**src/rtl/ddr_cmd_pkg.sv**
```systemverilog
// Shared definitions for the DDR command sequencer.
//   CMD_READ / CMD_WRITE : the only legal arbiter command codes
//   state_t              : sequencer FSM states
//   cmd_legal()          : true for a code the sequencer will act on
package ddr_cmd_pkg;

  localparam logic [3:0] CMD_READ  = 4'b0011;
  localparam logic [3:0] CMD_WRITE = 4'b0100;

  typedef enum logic [2:0] {INIT, IDLE, WAIT_RD, ISSUE, WDATA} state_t;

  function automatic logic cmd_legal(input logic [3:0] c);
    return (c == CMD_READ) || (c == CMD_WRITE);
  endfunction

endpackage

```
**src/rtl/ddr_beat_pack.sv**
```systemverilog
// Read-return assembler: packs two MEM_DW beats into one DATA_W word.
//   clk, rst_n  : clock, async active-low reset
//   beat_valid  : read beat strobe from the memory IP
//   beat_data   : read beat; first beat is the low half
//   word        : assembled word, held until the next completed read
//   word_valid  : one-cycle pulse the cycle after the second beat
//   done        : combinational, high on the cycle the second beat arrives
module ddr_beat_pack #(
  parameter int MEM_DW = 128,
  parameter int DATA_W = 256
) (
  input  logic              clk,
  input  logic              rst_n,
  input  logic              beat_valid,
  input  logic [MEM_DW-1:0] beat_data,
  output logic [DATA_W-1:0] word,
  output logic              word_valid,
  output logic              done
);

  logic              half;
  logic [MEM_DW-1:0] low;

  assign done = beat_valid & half;

  always_ff @(posedge clk or negedge rst_n) begin
    if (!rst_n) begin
      half       <= 1'b0;
      low        <= '0;
      word       <= '0;
      word_valid <= 1'b0;
    end else begin
      word_valid <= done;
      if (beat_valid) begin
        if (!half) begin
          low  <= beat_data;
          half <= 1'b1;
        end else begin
          word <= {beat_data, low};
          half <= 1'b0;
        end
      end
    end
  end

endmodule

```
**src/rtl/ddr_cmd_sequencer.sv**
```systemverilog
// Arbiter-to-DDR3-IP command sequencer. Runs memory init, accepts one command
// per cmd_valid, issues it to the IP, splits writes into two beats and returns
// packed reads in order.
//   clk_133M, rst_n_133M            : clock, async active-low reset
//   cmd/cmd_valid/ddr_address/ddr_wr_data/cmd_busy : arbiter command side
//   ddr_rd_data/ddr_data_valid      : arbiter read-return side
//   init_done, cmd_err              : status (cmd_err is sticky)
//   init_start/mem_init_done        : IP init handshake
//   mem_cmd/mem_cmd_valid/mem_cmd_rdy/mem_addr/mem_burst_cnt : IP command
//   mem_datain_rdy/mem_write_data/mem_data_mask               : IP write beats
//   mem_read_data/mem_rd_valid                                : IP read beats
module ddr_cmd_sequencer
  import ddr_cmd_pkg::*;
#(
  parameter int ADDR_W = 25,
  parameter int DATA_W = 256,
  parameter int MEM_DW = 128,
  parameter int MAX_RD = 4
) (
  input  logic                clk_133M,
  input  logic                rst_n_133M,
  input  logic [3:0]          cmd,
  input  logic                cmd_valid,
  input  logic [ADDR_W-1:0]   ddr_address,
  input  logic [DATA_W-1:0]   ddr_wr_data,
  output logic                cmd_busy,
  output logic [DATA_W-1:0]   ddr_rd_data,
  output logic                ddr_data_valid,
  output logic                init_done,
  output logic                cmd_err,
  output logic                init_start,
  input  logic                mem_init_done,
  output logic [3:0]          mem_cmd,
  output logic                mem_cmd_valid,
  input  logic                mem_cmd_rdy,
  output logic [ADDR_W-1:0]   mem_addr,
  output logic [4:0]          mem_burst_cnt,
  input  logic                mem_datain_rdy,
  output logic [MEM_DW-1:0]   mem_write_data,
  output logic [MEM_DW/8-1:0] mem_data_mask,
  input  logic [MEM_DW-1:0]   mem_read_data,
  input  logic                mem_rd_valid
);

  localparam logic [3:0] MAX_CNT = 4'(MAX_RD);

  state_t              state;
  logic [3:0]          cnt;       // reads issued to the IP, not yet returned
  logic [3:0]          lat_cmd;
  logic [ADDR_W-1:0]   lat_addr;
  logic [DATA_W-1:0]   lat_data;
  logic                wbeat;     // 0: low half next, 1: high half next
  logic                rd_issue;
  logic                rd_done;

  // Decoded from registers only, so it is already high the cycle after an
  // accepted command and has no path from any input.
  assign cmd_busy       = !(state == IDLE && init_done && cnt < MAX_CNT);
  assign mem_cmd_valid  = (state == ISSUE);
  assign mem_cmd        = lat_cmd;
  assign mem_addr       = lat_addr;
  assign mem_write_data = wbeat ? lat_data[DATA_W-1:MEM_DW] : lat_data[MEM_DW-1:0];
  assign mem_burst_cnt  = 5'd1;
  assign mem_data_mask  = '0;

  assign rd_issue = mem_cmd_valid && mem_cmd_rdy && (lat_cmd == CMD_READ);

  // Issue and return in the same cycle cancel out.
  always_ff @(posedge clk_133M or negedge rst_n_133M) begin
    if (!rst_n_133M) begin
      cnt <= '0;
    end else begin
      case ({rd_issue, rd_done})
        2'b10:   cnt <= cnt + 4'd1;
        2'b01:   cnt <= cnt - 4'd1;
        default: cnt <= cnt;
      endcase
    end
  end

  always_ff @(posedge clk_133M or negedge rst_n_133M) begin
    if (!rst_n_133M) begin
      state      <= INIT;
      init_start <= 1'b0;
      init_done  <= 1'b0;
      cmd_err    <= 1'b0;
      lat_cmd    <= '0;
      lat_addr   <= '0;
      lat_data   <= '0;
      wbeat      <= 1'b0;
    end else begin
      if (cmd_valid && (cmd_busy || !cmd_legal(cmd)))
        cmd_err <= 1'b1;
      case (state)
        INIT: begin
          init_start <= !mem_init_done;
          if (mem_init_done) begin
            init_done <= 1'b1;
            state     <= IDLE;
          end
        end
        IDLE: begin
          if (cmd_valid && !cmd_busy && cmd_legal(cmd)) begin
            lat_cmd  <= cmd;
            lat_addr <= ddr_address;
            lat_data <= ddr_wr_data;
            wbeat    <= 1'b0;
            // Read window full: park until a return frees a slot.
            if (cmd == CMD_READ && cnt >= MAX_CNT) state <= WAIT_RD;
            else                                   state <= ISSUE;
          end
        end
        WAIT_RD: if (cnt < MAX_CNT) state <= ISSUE;
        ISSUE: begin
          if (mem_cmd_rdy) state <= (lat_cmd == CMD_WRITE) ? WDATA : IDLE;
        end
        WDATA: begin
          if (mem_datain_rdy) begin
            wbeat <= !wbeat;
            if (wbeat) state <= IDLE;
          end
        end
        default: state <= INIT;
      endcase
    end
  end

  ddr_beat_pack #(
    .MEM_DW (MEM_DW),
    .DATA_W (DATA_W)
  ) u_pack (
    .clk        (clk_133M),
    .rst_n      (rst_n_133M),
    .beat_valid (mem_rd_valid),
    .beat_data  (mem_read_data),
    .word       (ddr_rd_data),
    .word_valid (ddr_data_valid),
    .done       (rd_done)
  );

endmodule

```
**config.mk**
```make
export PLATFORM = sky130hd
export DESIGN_NAME = ddr_cmd_sequencer
export DESIGN_NICKNAME = d
export VERILOG_FILES = /design/src/rtl/ddr_cmd_pkg.sv /design/src/rtl/ddr_beat_pack.sv /design/src/rtl/ddr_cmd_sequencer.sv
export SDC_FILE = /design/constraint.sdc
export NUM_CORES = 1
export LEC_CHECK = 0
export ABC_AREA = 1
export CAP_MARGIN = 20
export CELL_PAD_IN_SITES_DETAIL_PLACEMENT = 1
export CELL_PAD_IN_SITES_GLOBAL_PLACEMENT = 2
export CORE_ASPECT_RATIO = 0.7
export CORE_UTILIZATION = 27
export DETAILED_ROUTE_END_ITERATION = 8
export PLACE_DENSITY = 0.82
export SLEW_MARGIN = 20
export SYNTH_ARGS = -nofsm -noshare
export SYNTH_HDL_FRONTEND = slang
export SYNTH_SLANG_ARGS = --single-unit
```
**constraint.sdc**
```tcl
create_clock -name clk_133M -period 2.8 [get_ports clk_133M]
set_input_delay 0.56 -clock clk_133M [delete_from_list [all_inputs] [get_ports clk_133M]]
set_output_delay 0.56 -clock clk_133M [all_outputs]
set_load 0.02 [all_outputs]
```
==> run metrics <==
chip height approximately 270 µm; antenna-violating nets left 0; WL per Instance 20.2 µm; Reg clk slew, reported paths about 0.06 ns; Critical Path AT 2.16 ns; cell row count a little under 100; delay-heaviest family, CP buffers and inverters; final net count between 4000 and 5000; DRT Pass-1 Iters 7; PD cells ~940 nW/µm²; Num CTS Buffers 76; layout cells sized above 1 under 10%; Mean Syn Cell Area approximately 8.4 µm²; antenna violations before repair 24; Max-slew headroom 52.0%; Top FF cell, synth dfrtp_1; WP depth 4; worst hold path type input pin to async pin; slowest stage delay, CP around 0.52 ns; Post-synth ARST share 100%; Max Cap Viol 0; critical path's slowest cell dfrtp_4; total negative slack 0 ns; Detail Placement HPWL between 80000 and 90000 µm; global-route wire length before repair between 150000 and 200000 µm; FILL cells approximately 12000; Final Hold Viols 0; clock skew 0.0316 ns; CP max FO 40; initial core utilization between 20% and 30%; final setup vio count 0; I/O Pins 860; Core Area between 100000 and 150000 µm²; DR vias/cell roughly 4.4; worst path cell trace buf_16 > nand2_1 > nand2_1 > dlygate4sd2_1; clock root cell clkbuf_16; library cells used by synthesis 26; Yosys reg bits a little under 700; Final Non-Filler Cells between 5000 and 6000; crit path kind flip-flop to output pin; Clk Latency, worst-skew pair between 0.6 and 0.7 ns; GP Congestion about 0.84; max-slew violations 0; P_leak 20.7 nW; RSZ-0062 raised after global routing true; max frequency 368 MHz; CTS tree yes; Post-synth EDFFs 0; sequential-to-total area share from yosys stat about 62%; H-tree level count 3; worst slew pin tran between 0.7 and 0.8 ns; status finished with violations; total grt overflow 0; drt total wl ~110000 µm; via count between 20000 and 25000; commonest non-fill, non-tap cell in the layout nand2_1; Max VDD drop approximately 0.42 mV; crit-path most repeated cell nand2_1; Tot GR Track Use approximately a fifth; worst path required time about 2.2 ns; startpoint types flip-flop; Critical path buffers and inverters 2; crit end category output pin; R2R depth 13; Initial DRC Count about 1500; yosys warns 0; Die ar. 103000 µm²; pin count of the biggest net entering global routing 147; I/O Buffers 838; period utilization 97.1%; CTS Buffer Depth 3; Die Width about 380 µm; P&R area growth vs syn 47.5%; vias in the first global route 25100; cell count after synthesis ~3300; violated checks DRC; Sink Count 682; most frequent cells in the layout 1903 x nand2_1, 707 x clkdlybuf4s50_1, 681 x dfrtp_1; Post-route DRC 28; netlist area before placement between 20000 and 30000 µm²; crit path time final ~2.7 ns; Inst Count DP approximately 5300
==> area by class of cell <==
type,count,area [µm²],share of cell area [%]
flip-flops and latches,682,17100,42.2
repair buffers,939,9570,23.7
multi-input cells,2239,8860,21.9
clock buffers,114,2250,5.57
well taps,1336,1670,4.13
inverters,154,601,1.48
clock inverters,26,369,0.912
diodes,26,65.1,0.161
==> synthesized netlist by cell type (3+ instances only) <==
cell type	n	area (µm²)
buf_6	10	113
nor2_1	17	63.8
inv_1	152	571
clkbuf_1	97	364
buf_4	41	308
buf_1	12	45.0
dfrtp_1	682	17100
buf_2	37	185
ha_1	3	37.5
nand3_1	14	70.1
nand2_1	1904	7150
nor3_1	3	15.0
nand4_1	3	18.8
o21ai_0	259	1300
or2_2	4	25.0
==> power by group <==
part	total, W	switching (W)	internal (W)
logic	0.0126	0.00734	0.00523
clock network	0.0105	0.00451	0.00603
registers	0.0149	0.00187	0.0130
total	0.0380	0.0137	0.0243
==> per-stage QoR <==
stage	cell area [µm²]	worst slack (ns)	hold WS (ns)	total power (W)	utilization, %
6_report	40500	0.0809	0.432	0.0380	40.3
5_1_grt	40400	0.00153	0.407	0.0402	40.3
4_1_cts	40400	0.00477	0.366	0.0385	40.2
3_5_place_dp	37700	0.0348	0.455	0.0281	37.6
3_3_place_gp	37700	0.0870	0.450	0.0278	37.6
2_1_floorplan	27500	0.495	0.264	0.0208	-
==> cells by family (layout without fill, tap and decap cells) <==
kind of cell / after synthesis / in the layout / share of synthesized area [%]
xor+xnor: 1 / 1 / 0.0319
flops: 682 / 682 / 62.2
compound gates: 266 / 266 / 4.89
buf+inv: 351 / 1233 / 5.81
fa+ha+maj: 3 / 3 / 0.137
other cells: 2 / 47 / 0.0274
simple gates: 1948 / 1948 / 26.9
==> repair_timing <==
action,4_1_cts,5_1_grt
buffers inserted,3,0
pin swaps,1,0
hold buffers,1,0
resized for setup,244,12
gates cloned,1,1
setup endpoints to repair,129,13
endpoints found under the hold margin,38,0
==> per-layer routing <==
metal,vias to the layer above,global-route usage (%),routed length (µm)
met2,467,34.6,54600
met1,11900,26.5,46800
met3,176,5.21,5980
li1,11500,-,-
met4,2,9.01,3980
met5,-,0,11
==> registers in the layout, summed over array words and instances, names as in the netlist <==
signal,count
cmd_err,1
cnt,4
init_done,1
init_start,1
lat_data,256
mem_addr,25
mem_cmd,4
state,3
u_pack.half,1
u_pack.low,128
u_pack.word,256
u_pack.word_valid,1
wbeat,1
==> worst paths after layout <==
check / from / to / slack (ns)
worst max-delay path: wbeat$_DFFE_PN0P_ / mem_write_data[24] / 0.08
worst min-delay path: rst_n_133M / u_pack.word[61]$_DFFE_PN0P_ / 0.43
worst max register to register: state[0]$_DFFE_PN0P_ / cnt[2]$_DFFE_PN0P_ / 0.45
worst min register to register: u_pack.low[34]$_DFFE_PN0P_ / u_pack.word[34]$_DFFE_PN0P_ / 0.46
max in group asynchronous: rst_n_133M / u_pack.word[120]$_DFFE_PN0P_ / 1.43
min in group clk_133M: ddr_wr_data[238] / lat_data[238]$_DFFE_PN0P_ / 0.43
==> worst register-to-register path: stages (launching register included) <==
cell and delay, ns:
dfrtp_1 0.43, nand2_1 0.10, nor2_1 0.29, nand4_1 0.21, ha_1 0.25, buf_4 0.14
nand2_1 0.07, inv_1 0.05, nor2_1 0.19, ha_1 0.20, a21o_1 0.10, nand2_1 0.06
nand3_1 0.07, o21ai_0 0.08
Power figures use the tool's default switching activity.
